### config.mk
export PLATFORM = sky130hd
export DESIGN_NAME = forward_stall_unit
export DESIGN_NICKNAME = d
export VERILOG_FILES = /design/src/rtl/fwd_pkg.sv /design/src/rtl/fwd_prio_sel.sv /design/src/rtl/forward_stall_unit.sv
export SDC_FILE = /design/constraint.sdc
export NUM_CORES = 1
export LEC_CHECK = 0
export CAP_MARGIN = 5
export CELL_PAD_IN_SITES_DETAIL_PLACEMENT = 0
export CELL_PAD_IN_SITES_GLOBAL_PLACEMENT = 1
export CORE_AREA = 2 2 116 118
export DETAILED_ROUTE_END_ITERATION = 8
export DIE_AREA = 0 0 118 120
export GPL_TIMING_DRIVEN = 0
export PLACE_DENSITY = 0.82
export SKIP_LAST_GASP = 1
export SLEW_MARGIN = 40
export SYNTH_ARGS = -nofsm -noshare
export SYNTH_HDL_FRONTEND = slang
export SYNTH_SLANG_ARGS = --single-unit
### constraint.sdc
create_clock -name i_clock -period 5.35 [get_ports i_clock]
set_input_delay 1.605 -clock i_clock [delete_from_list [all_inputs] [get_ports i_clock]]
set_output_delay 1.605 -clock i_clock [all_outputs]
set_load 0.05 [all_outputs]
### src/rtl/fwd_pkg.sv
// Shared definitions for the operand forwarding / load-use stall unit.
package fwd_pkg;

  localparam int DEF_NB_REG_ADDR = 5;
  localparam int DEF_NB_REG      = 32;

  // Architectural zero register: never a forwarding source.
  localparam int REG_ZERO = 0;

  typedef enum logic {
    RUN   = 1'b0,
    STALL = 1'b1
  } state_t;

endpackage

### src/rtl/fwd_prio_sel.sv
// Priority encoder over producer-stage match bits; the lowest index (youngest
// producer) wins.
module fwd_prio_sel #(
  parameter int N  = 3,
  parameter int IW = 2
) (
  input  logic [N-1:0]  match,
  output logic          hit,
  output logic [IW-1:0] idx
);

  // Scan from oldest to youngest so the youngest match is written last.
  always_comb begin
    hit = 1'b0;
    idx = '0;
    for (int k = N - 1; k >= 0; k--) begin
      if (match[k]) begin
        hit = 1'b1;
        idx = IW'(k);
      end
    end
  end

endmodule

### src/rtl/forward_stall_unit.sv
// Decode-stage forwarding select and load-use stall control.
// Optional ID-stage branch-operand forwarding is enabled by defining
// FWD_BRANCH_EN.
module forward_stall_unit
  import fwd_pkg::*;
#(
  parameter int NB_REG_ADDR = DEF_NB_REG_ADDR,
  parameter int NB_REG      = DEF_NB_REG,
  parameter int N_SRC       = 2,
  parameter int N_STG       = 3,
  parameter int LOAD_LAT    = 2
) (
  input  logic                      i_clock,
  input  logic                      i_reset,
  input  logic                      i_valid,
  input  logic                      i_flush,
  input  logic [N_SRC*NB_REG_ADDR-1:0] i_src_addr,
  input  logic [N_SRC-1:0]          i_src_used,
  input  logic [N_STG*NB_REG_ADDR-1:0] i_stg_rd,
  input  logic [N_STG-1:0]          i_stg_we,
  input  logic [N_STG-1:0]          i_stg_load,
  input  logic [N_STG*NB_REG-1:0]   i_stg_data,
  output logic [N_SRC-1:0]          o_fwd_en,
  output logic [N_SRC*NB_REG-1:0]   o_fwd_data,
  output logic                      o_stall,
  output logic                      o_bubble
`ifdef FWD_BRANCH_EN
  ,
  output logic [N_SRC-1:0]          o_br_fwd_en,
  output logic [N_SRC*NB_REG-1:0]   o_br_fwd_data
`endif
);

  localparam int IW = (N_STG > 1) ? $clog2(N_STG) : 1;
  localparam int CW = $clog2(N_STG + 1);

  logic [N_SRC-1:0][N_STG-1:0] match;
  logic [N_SRC-1:0]            hit;
  logic [N_SRC-1:0][IW-1:0]    idx;
  logic [N_SRC-1:0]            haz_any;
  logic [N_SRC-1:0][CW-1:0]    cyc_any;
  logic [N_SRC-1:0][IW-1:0]    sel;
  logic                        hazard;
  logic [CW-1:0]               need;
  state_t                      state, state_nx;
  logic [CW-1:0]               cnt, cnt_nx;

  // Address compare of every source port against every producer stage.
  always_comb begin
    for (int j = 0; j < N_SRC; j++) begin
      for (int k = 0; k < N_STG; k++) begin
        match[j][k] = i_src_used[j] & i_stg_we[k]
          & (i_src_addr[j*NB_REG_ADDR +: NB_REG_ADDR] == i_stg_rd[k*NB_REG_ADDR +: NB_REG_ADDR])
          & (i_src_addr[j*NB_REG_ADDR +: NB_REG_ADDR] != NB_REG_ADDR'(REG_ZERO));
      end
    end
  end

  for (genvar j = 0; j < N_SRC; j++) begin : g_port
    logic          port_haz;
    logic [CW-1:0] port_cyc;

    fwd_prio_sel #(.N(N_STG), .IW(IW)) u_sel (
      .match (match[j]),
      .hit   (hit[j]),
      .idx   (idx[j])
    );

    // A load still short of the stage where its data appears must be waited on.
    assign port_haz = hit[j] & i_stg_load[idx[j]] & (int'(idx[j]) < LOAD_LAT);
    assign port_cyc = CW'(LOAD_LAT - int'(idx[j]));

`ifdef FWD_BRANCH_EN
    logic          br_hit;
    logic [IW-1:0] br_idx;

    // Branch compare happens in ID, so an EX result is not yet available.
    fwd_prio_sel #(.N(N_STG), .IW(IW)) u_br_sel (
      .match (match[j] & ~N_STG'(1)),
      .hit   (br_hit),
      .idx   (br_idx)
    );

    assign o_br_fwd_en[j] = br_hit & ~match[j][0] & ~port_haz;
    assign o_br_fwd_data[j*NB_REG +: NB_REG] = i_stg_data[int'(br_idx)*NB_REG +: NB_REG];
    assign haz_any[j] = port_haz | match[j][0];
    assign cyc_any[j] = port_haz ? port_cyc : CW'(1);
`else
    assign haz_any[j] = port_haz;
    assign cyc_any[j] = port_cyc;
`endif

    assign o_fwd_data[j*NB_REG +: NB_REG] = i_stg_data[int'(sel[j])*NB_REG +: NB_REG];
  end

  // Worst-case stall length across all hazarding ports.
  always_comb begin
    hazard = 1'b0;
    need   = '0;
    for (int j = 0; j < N_SRC; j++) begin
      if (haz_any[j]) begin
        hazard = 1'b1;
        if (cyc_any[j] > need) need = cyc_any[j];
      end
    end
  end

  // State and remaining-stall counter.
  always_ff @(posedge i_clock) begin
    if (i_reset) begin
      state <= RUN;
      cnt   <= '0;
    end else begin
      state <= state_nx;
      cnt   <= cnt_nx;
    end
  end

  // Next state: the first stall cycle is spent in RUN, the rest are counted in STALL.
  always_comb begin
    state_nx = state;
    cnt_nx   = cnt;
    if (i_flush) begin
      state_nx = RUN;
      cnt_nx   = '0;
    end else if (i_valid) begin
      case (state)
        RUN: begin
          if (hazard && need > CW'(1)) begin
            state_nx = STALL;
            cnt_nx   = need - CW'(1);
          end
        end
        STALL: begin
          if (cnt == CW'(1)) begin
            state_nx = RUN;
            cnt_nx   = '0;
          end else begin
            cnt_nx = cnt - CW'(1);
          end
        end
        default: begin
          state_nx = RUN;
          cnt_nx   = '0;
        end
      endcase
    end
  end

  // Outputs: stall and bubble always travel together; flush cancels both.
  always_comb begin
    o_stall = 1'b0;
    if (!i_flush) begin
      case (state)
        RUN:     o_stall = hazard & i_valid;
        STALL:   o_stall = 1'b1;
        default: o_stall = 1'b0;
      endcase
    end
    o_bubble = o_stall;
  end

  // Forwarding select captured as the instruction moves into EX; a bubble forwards nothing.
  always_ff @(posedge i_clock) begin
    if (i_reset) begin
      o_fwd_en <= '0;
      sel      <= '0;
    end else if (i_flush) begin
      o_fwd_en <= '0;
    end else if (i_valid) begin
      if (o_bubble) begin
        o_fwd_en <= '0;
      end else begin
        o_fwd_en <= hit;
        sel      <= idx;
      end
    end
  end

endmodule

==> impl_results.md <==
* Status: complete, but fails checks
* Violated checks: setup timing
* Detailed Routing Iterations Pass 1 at 4
* TritonCTS Sinks at 9
* GRT Overall Usage at 0.159
* Initial core utilization at 0.187
* CTS Hold Bufs at 0
* Final core utilization at 0.386
* Synthesized flop and latch total at 9
* Sequential element share of the synthesized area at 0.0744
* Post-DR wirelength/cell at between 15 and 20 um
* RSZ-0062 raised after global routing: yes
* Clk_skew at ~1.4 ps
* FFs w/ async S/R, synth at 0
* PortBufs at 197
* Inst Count DP at 729
* Main synth FF type: dfxtp_1
* Worst-path cell chain: buf_8 > or4_4 > o21ai_4 > nor3_4 > nor3_4 > ha_4 > nor4_4 > a41oi_2 > a21bo_4 > a21oi_4 > nor2_4 > buf_6 > buf_8
* CTS Buffer Depth at 2
* Die Y at 120 um
* Global-route wire length before repair at roughly 18,000 um
* Max Cap Viol at 0
* Largest net degree at the start of global routing at 11
* Worst skew pair latency at 230 ps
* Final Power at 548 uW
* Fmax at 180 MHz
* Total Die Area at approximately 14,000 um^2
* Static leakage at 1.63 nW
* Synth top area share at 0.277
* Maximum vdd drop at between 100 and 150 uV
* Area delta synth->final at 107%
* Num rows at 42
* Cells after Synth at around 360
* Slew @ Worst Pin at approximately 830 ps
* Share of cells above drive strength 1 at 0.138
* Endpoints failing setup at 2
* CP Capture Type: output pin
* Slowest CP cell: or4_4
* HPWL after DPL at slightly below 10,000 um
* Synth Area per Inst at 6.80 um^2
* Synthesis Warnings at 0
* Worst setup margin at -200 ps
* Final antenna-violating net count at 0
* CTS tree: built
* Post-Syn Nets at around 500
* Fin. max-slew vios at 0
* Setup WS pre-CTS at -1520 ps
* Core Footprint at between 10,000 and 15,000 um^2
* CP Data Arrival Time at a little under 4000 ps
* Fin cells at 747
* Initial antenna violation count at 0
* Dominant cells by area after synthesis: mux2i_1 (28%), o21ai_0 (14%), nand2_1 (11%)
* Max transition margin at 0.444
* Total gr overflow at 0
* Register share of total power at 0.124
* Max FO, Critical Path at 4
* Die X at roughly 120 um
* P_int at ~330 uW
* Synth unique cells at 42
* Vias at ~3,500
* Net Switching at between 200 and 250 uW
* Design area at approximately 5000 um^2
* Via density at about 4.7
* GP Congestion at between 0.8 and 0.9
* Number of synthesized flops with an enable pin at 0
* HP Class: reg -> reg
* Nets@finish at approximately 710
* Synth area leader: mux2i_1
* CP max stage delay at ~560 ps
* # DRC at 0
* Mapped Area at 2420 um^2
* TritonCTS Buffers at 3
* Final hold violation count at 0
* Clock share of power at 0.239
* # H-tree levels at 1
* 1st-iter DRT viols at 94
* Clock root buffer: clkbuf_16
* Period minus WS final at roughly 5600 ps
* Sw frac at 0.398
* Tcrit/Tclk final at 1.04
* Final wirelength at ~12,000 um
* Clock transition at path regs at 40 ps
* Ant diodes at 0
* Combinational power share at 0.637
* Top Ports at roughly 200
* CP Launch Type: primary input
* Critical path type: in -> out
* Via count of the first global-routing pass at approximately 3,600
* Pwr dens at about 110 nW/um^2
* Worst EP required at 3740 ps
* Post-detailed-placement cell area at between 4000 and 5000 um^2
[logic make-up after synthesis]
group                      Yosys count  synth area share
and+or+nand+nor                    124             0.242
AOI/OAI and AO/OA                   83             0.186
muxes                               71             0.299
buffers and inverters               32            0.0542
xor gates and xnor gates            30             0.108
DFF                                  9            0.0744
adders and majority gates            7            0.0362
[registers in the layout, indices dropped and copies added, names as in the netlist]
signal and flops:
sel 4, cnt 2, o_fwd_en 2, state 1
[per-layer routing]
| metal | vias up | share of wire | routed length (um) | GRT usage |
|---|---|---|---|---|
| met5 | - | 0 | 0 | 0 |
| met4 | 0 | 0.013 | 154 | 0.0286 |
| met3 | 15 | 0.060 | 720 | 0.0323 |
| met2 | 155 | 0.51 | 6180 | 0.299 |
| met1 | 1619 | 0.41 | 4990 | 0.187 |
| li1 | 1695 | - | - | - |
[Yosys cell counts (2+ instances only)]
| library cell | n |
|---|---|
| buf_1 | 5 |
| o21ai_0 | 67 |
| or4_1 | 3 |
| nor4_1 | 5 |
| clkbuf_1 | 18 |
| nand2_1 | 74 |
| ha_1 | 7 |
| a21oi_1 | 7 |
| nor2_1 | 7 |
| xnor2_1 | 15 |
| a211oi_1 | 2 |
| nand4b_1 | 3 |
| nand4_1 | 3 |
| xor2_1 | 15 |
| mux2_4 | 2 |
| nand2b_1 | 4 |
| nand3_1 | 2 |
| dfxtp_1 | 9 |
| mux2i_1 | 67 |
| nor2b_1 | 6 |
| mux2_2 | 2 |
| nor3_1 | 7 |
| inv_1 | 7 |
[repair_timing]
item,4_1_cts,5_1_grt
endpoints found under the setup margin,5,5
gates resized for setup,96,27
pin swaps,22,12
buffers inserted,12,2
[stage by stage]
step | hold slack, ps | setup TNS (ps)
after detailed placement | 490 | -5220
final | 500 | -344
after floorplan | 539 | -107
after global placement | 475 | -5030
after CTS | 503 | -474
after global routing | 545 | -641
[power groups by stage]
stage | Combinational (mW) | Clock (mW) | Sequential, mW
final | 0.349 | 0.131 | 0.0679
after global routing | 0.366 | 0.137 | 0.0679
after CTS | 0.345 | 0.134 | 0.0679
after detailed placement | 0.339 | 0 | 0.0690
after global placement | 0.335 | 0 | 0.0690
after floorplan | 0.158 | 0 | 0.0692
[worst max-delay path: cells and delay by family]
kind | cells | cell delay [ps]
buffers and inverters | 3 | 370
and+or+nand+nor | 5 | 990
AOI/OAI and AO/OA | 4 | 790
adders and majority gates | 1 | 190
[cells in the final DEF, fill, tap and decap left out, types with 4 or more instances in the layout]
cell type and n:
buf_6 4, dlygate4sd2_1 11, a21oi_1 4, xor2_1 15
mux2i_1 67, nor2_1 5, inv_1 7, nand2_1 71
xnor2_1 13, o21ai_0 65, clkbuf_1 18, buf_2 9
nor2b_1 4, buf_4 15, buf_1 4, dfxtp_1 9
clkdlybuf4s50_1 170
[cell type report]
type,count,area (um^2)
plain buffers,25,111
clock buffers,4,78.8
fillers,1378,7980
inverters,7,26.3
multi-input cells,315,2360
flip-flops and latches,9,180
well taps,176,220
repair buffers,211,2030
[worst paths after layout]
check	from	endpoint	slack, ps	depth (start not counted)
min reg2reg	o_fwd_en[0]$_SDFFE_PP0P_	o_fwd_en[0]$_SDFFE_PP0P_	500	2
min	o_fwd_en[0]$_SDFFE_PP0P_	o_fwd_en[0]$_SDFFE_PP0P_	500	2
max	i_src_addr[8]	o_stall	-200	13
max reg2reg	sel[3]$_SDFFE_PP0P_	sel[3]$_SDFFE_PP0P_	3670	4
No activity file was read; power rests on OpenSTA's default activity.
==> patch (same settings) <==
The option `FWD_BRANCH_EN` is turned on by a define.
--- a/src/rtl/forward_stall_unit.sv
+++ b/src/rtl/forward_stall_unit.sv
@@ -1,6 +1,8 @@
 // Decode-stage forwarding select and load-use stall control.
 // Optional ID-stage branch-operand forwarding is enabled by defining
 // FWD_BRANCH_EN.
+`define FWD_BRANCH_EN
+
 module forward_stall_unit
   import fwd_pkg::*;
 #(
Check against the original RTL (old outputs only; new: o_br_fwd_data and o_br_fwd_en): not equivalent (a bounded check fails within 4 cycles, from zero or initial values and one cycle with i_reset high).
==> patch against the original RTL <==
  * Non-clock buffer count rose by 91
  * Sequential cell count stayed put
  * Total power rose by 44%
  * Combinational power up 68%
  * Clock skew up 0.0013 ns
  * Area after synthesis up 55%
  * Global-route usage rose by 10 points
  * Critical path depth shrank 4
  * Routed wire length is 65% higher
  * Hold slack got worse by 0.051 ns
  * Final area grew 37%
  * Setup slack gained 0.23 ns
==> patch: results (changes against the original RTL) <==
* Met2 GRT Util at 0.474 (was 0.299)
* Dpl cell area at 6620 sq um (was 4680 sq um)
* Switch share at 0.497 (was 0.398)
* Initial DRC count at 266 (was 94)
* Clk pwr at about 130 uW
* First-pass GRT wire length at 30.2 mm (was 18.4 mm)
* Largest registers: sel (4), cnt (2), o_fwd_en (2) (unchanged)
* Clk_skew at 0.00265 ns (was 0.00137 ns)
* P_comb at 587 uW (was 349 uW)
* Maximum VDD drop at 71.7 uV (was 132 uV)
* Adder-cell share of the synthesized area at 0.0166 (was 0.0362)
* Metal3 WL at 1.55 mm (was 720 um)
* Initial antenna violation count at 0 (unchanged)
* Post-synthesis mux area share at 0.365 (was 0.299)
* Layout cell share with drive strength beyond 1 at 0.159 (was 0.138)
* Top post-synthesis cells by count: nand2_1, mux2i_1, o21ai_0 (unchanged)
* M1 WL at 8.16 mm (was 4.99 mm)
* Synth Area in XOR/XNOR at 0.0699 (was 0.108)
* Drt wl/cell at 19.1 um (was 16.1 um)
* Hold_buf cts at 0 (unchanged)
* Worst path max stage delay at 0.57 ns
* Crit path max-delay family: buffers and inverters (was simple AND/OR/NAND/NOR gates)
* DP Worst Slack at -1.17 ns (was -1.52 ns)
* GR Util met3 at 0.0504 (was 0.0323)
* HPWL after detailed placement at 15.3 mm (was 9.68 mm)
* Main synth FF type: dfxtp_1 (unchanged)
* Crit path max fanout at 10 (was 4)
* Post-synthesis sequential area ratio at 0.0479 (was 0.0744)
* Vias in the first global route at 5459 (was 3577)
* Total GRT Usage at 0.263 (was 0.159)
* Drt first pass iters at 5 (was 4)
* Type of the most critical hold path: reg2reg (unchanged)
* Synth top area cells: mux2i_1, o21ai_0, nand2_1 (unchanged)
* Syn Area/Cell at 6.56 sq um (was 6.80 sq um)
* Routability cong. at 0.900 (was 0.880)
* Final wirelength at 19.8 mm (was 12.0 mm)
* Post-synthesis compound-gate area fraction at 0.203 (was 0.186)
* Post-Syn Nets at 711 (was 496)
* Via Count at 5397 (was 3484)
* Count of cell types in the netlist at 43 (was 42)
* Leak at 2.29 nW (was 1.63 nW)
* Crit-path slowest cell: or4_4 (unchanged)
* Port bufs at 264 (was 197)
* Metal2 WL at 9.71 mm (was 6.18 mm)
* M1 GR Usage at 0.321 (was 0.187)
* Layout Nets at 998 (was 712)
* Root buf cell: clkbuf_16 (unchanged)
* Crit path arrival time at 3.71 ns (was 3.95 ns)
* Largest net degree at the start of global routing at 11 (unchanged)
* CTS HTree Levels at 1 (unchanged)
* Yosys warns at 0 (unchanged)
* Post-synth ARST share at 0 (unchanged)
* Outcome: completed (was finished with violations)
* Slew HR at 0.444 (about the same)
* Sequential power at 67.8 uW (was 67.9 uW)
patch: timing repair:
item                                    in CTS  in global routing
pin swaps                                    9                 12
resized for setup                          454                 36
cloned                                       0                  1
endpoints found under the hold margin        0                  0
setup buffers                                8                  9
endpoints found under the setup margin      70                 52
patch: final cells by class:
type                       instances  area, sq um
fill                            1290         6110
buffer                            45          297
inverter                           4         15.0
clock buffer                       4         78.8
multi-input combinational        515         3410
tap                              176          220
timing repair buffer             282         2670
sequential                         9          180
patch: worst min-delay path, cell delays in order (launching register included):
cell and delay, ns:
dfxtp_1 0.30, nand2_1 0.05, o21ai_1 0.05
patch: path summary, 6_finish.rpt:
check                                   start                end  slack, ns  cells past startpoint
worst max-delay path            i_src_addr[0]  o_br_fwd_data[22]       0.03                      9
worst max register to register         sel[0]             sel[0]       3.68                      4
worst min register to register    o_fwd_en[0]        o_fwd_en[0]       0.45                      2
worst min-delay path              o_fwd_en[0]        o_fwd_en[0]       0.45                      2
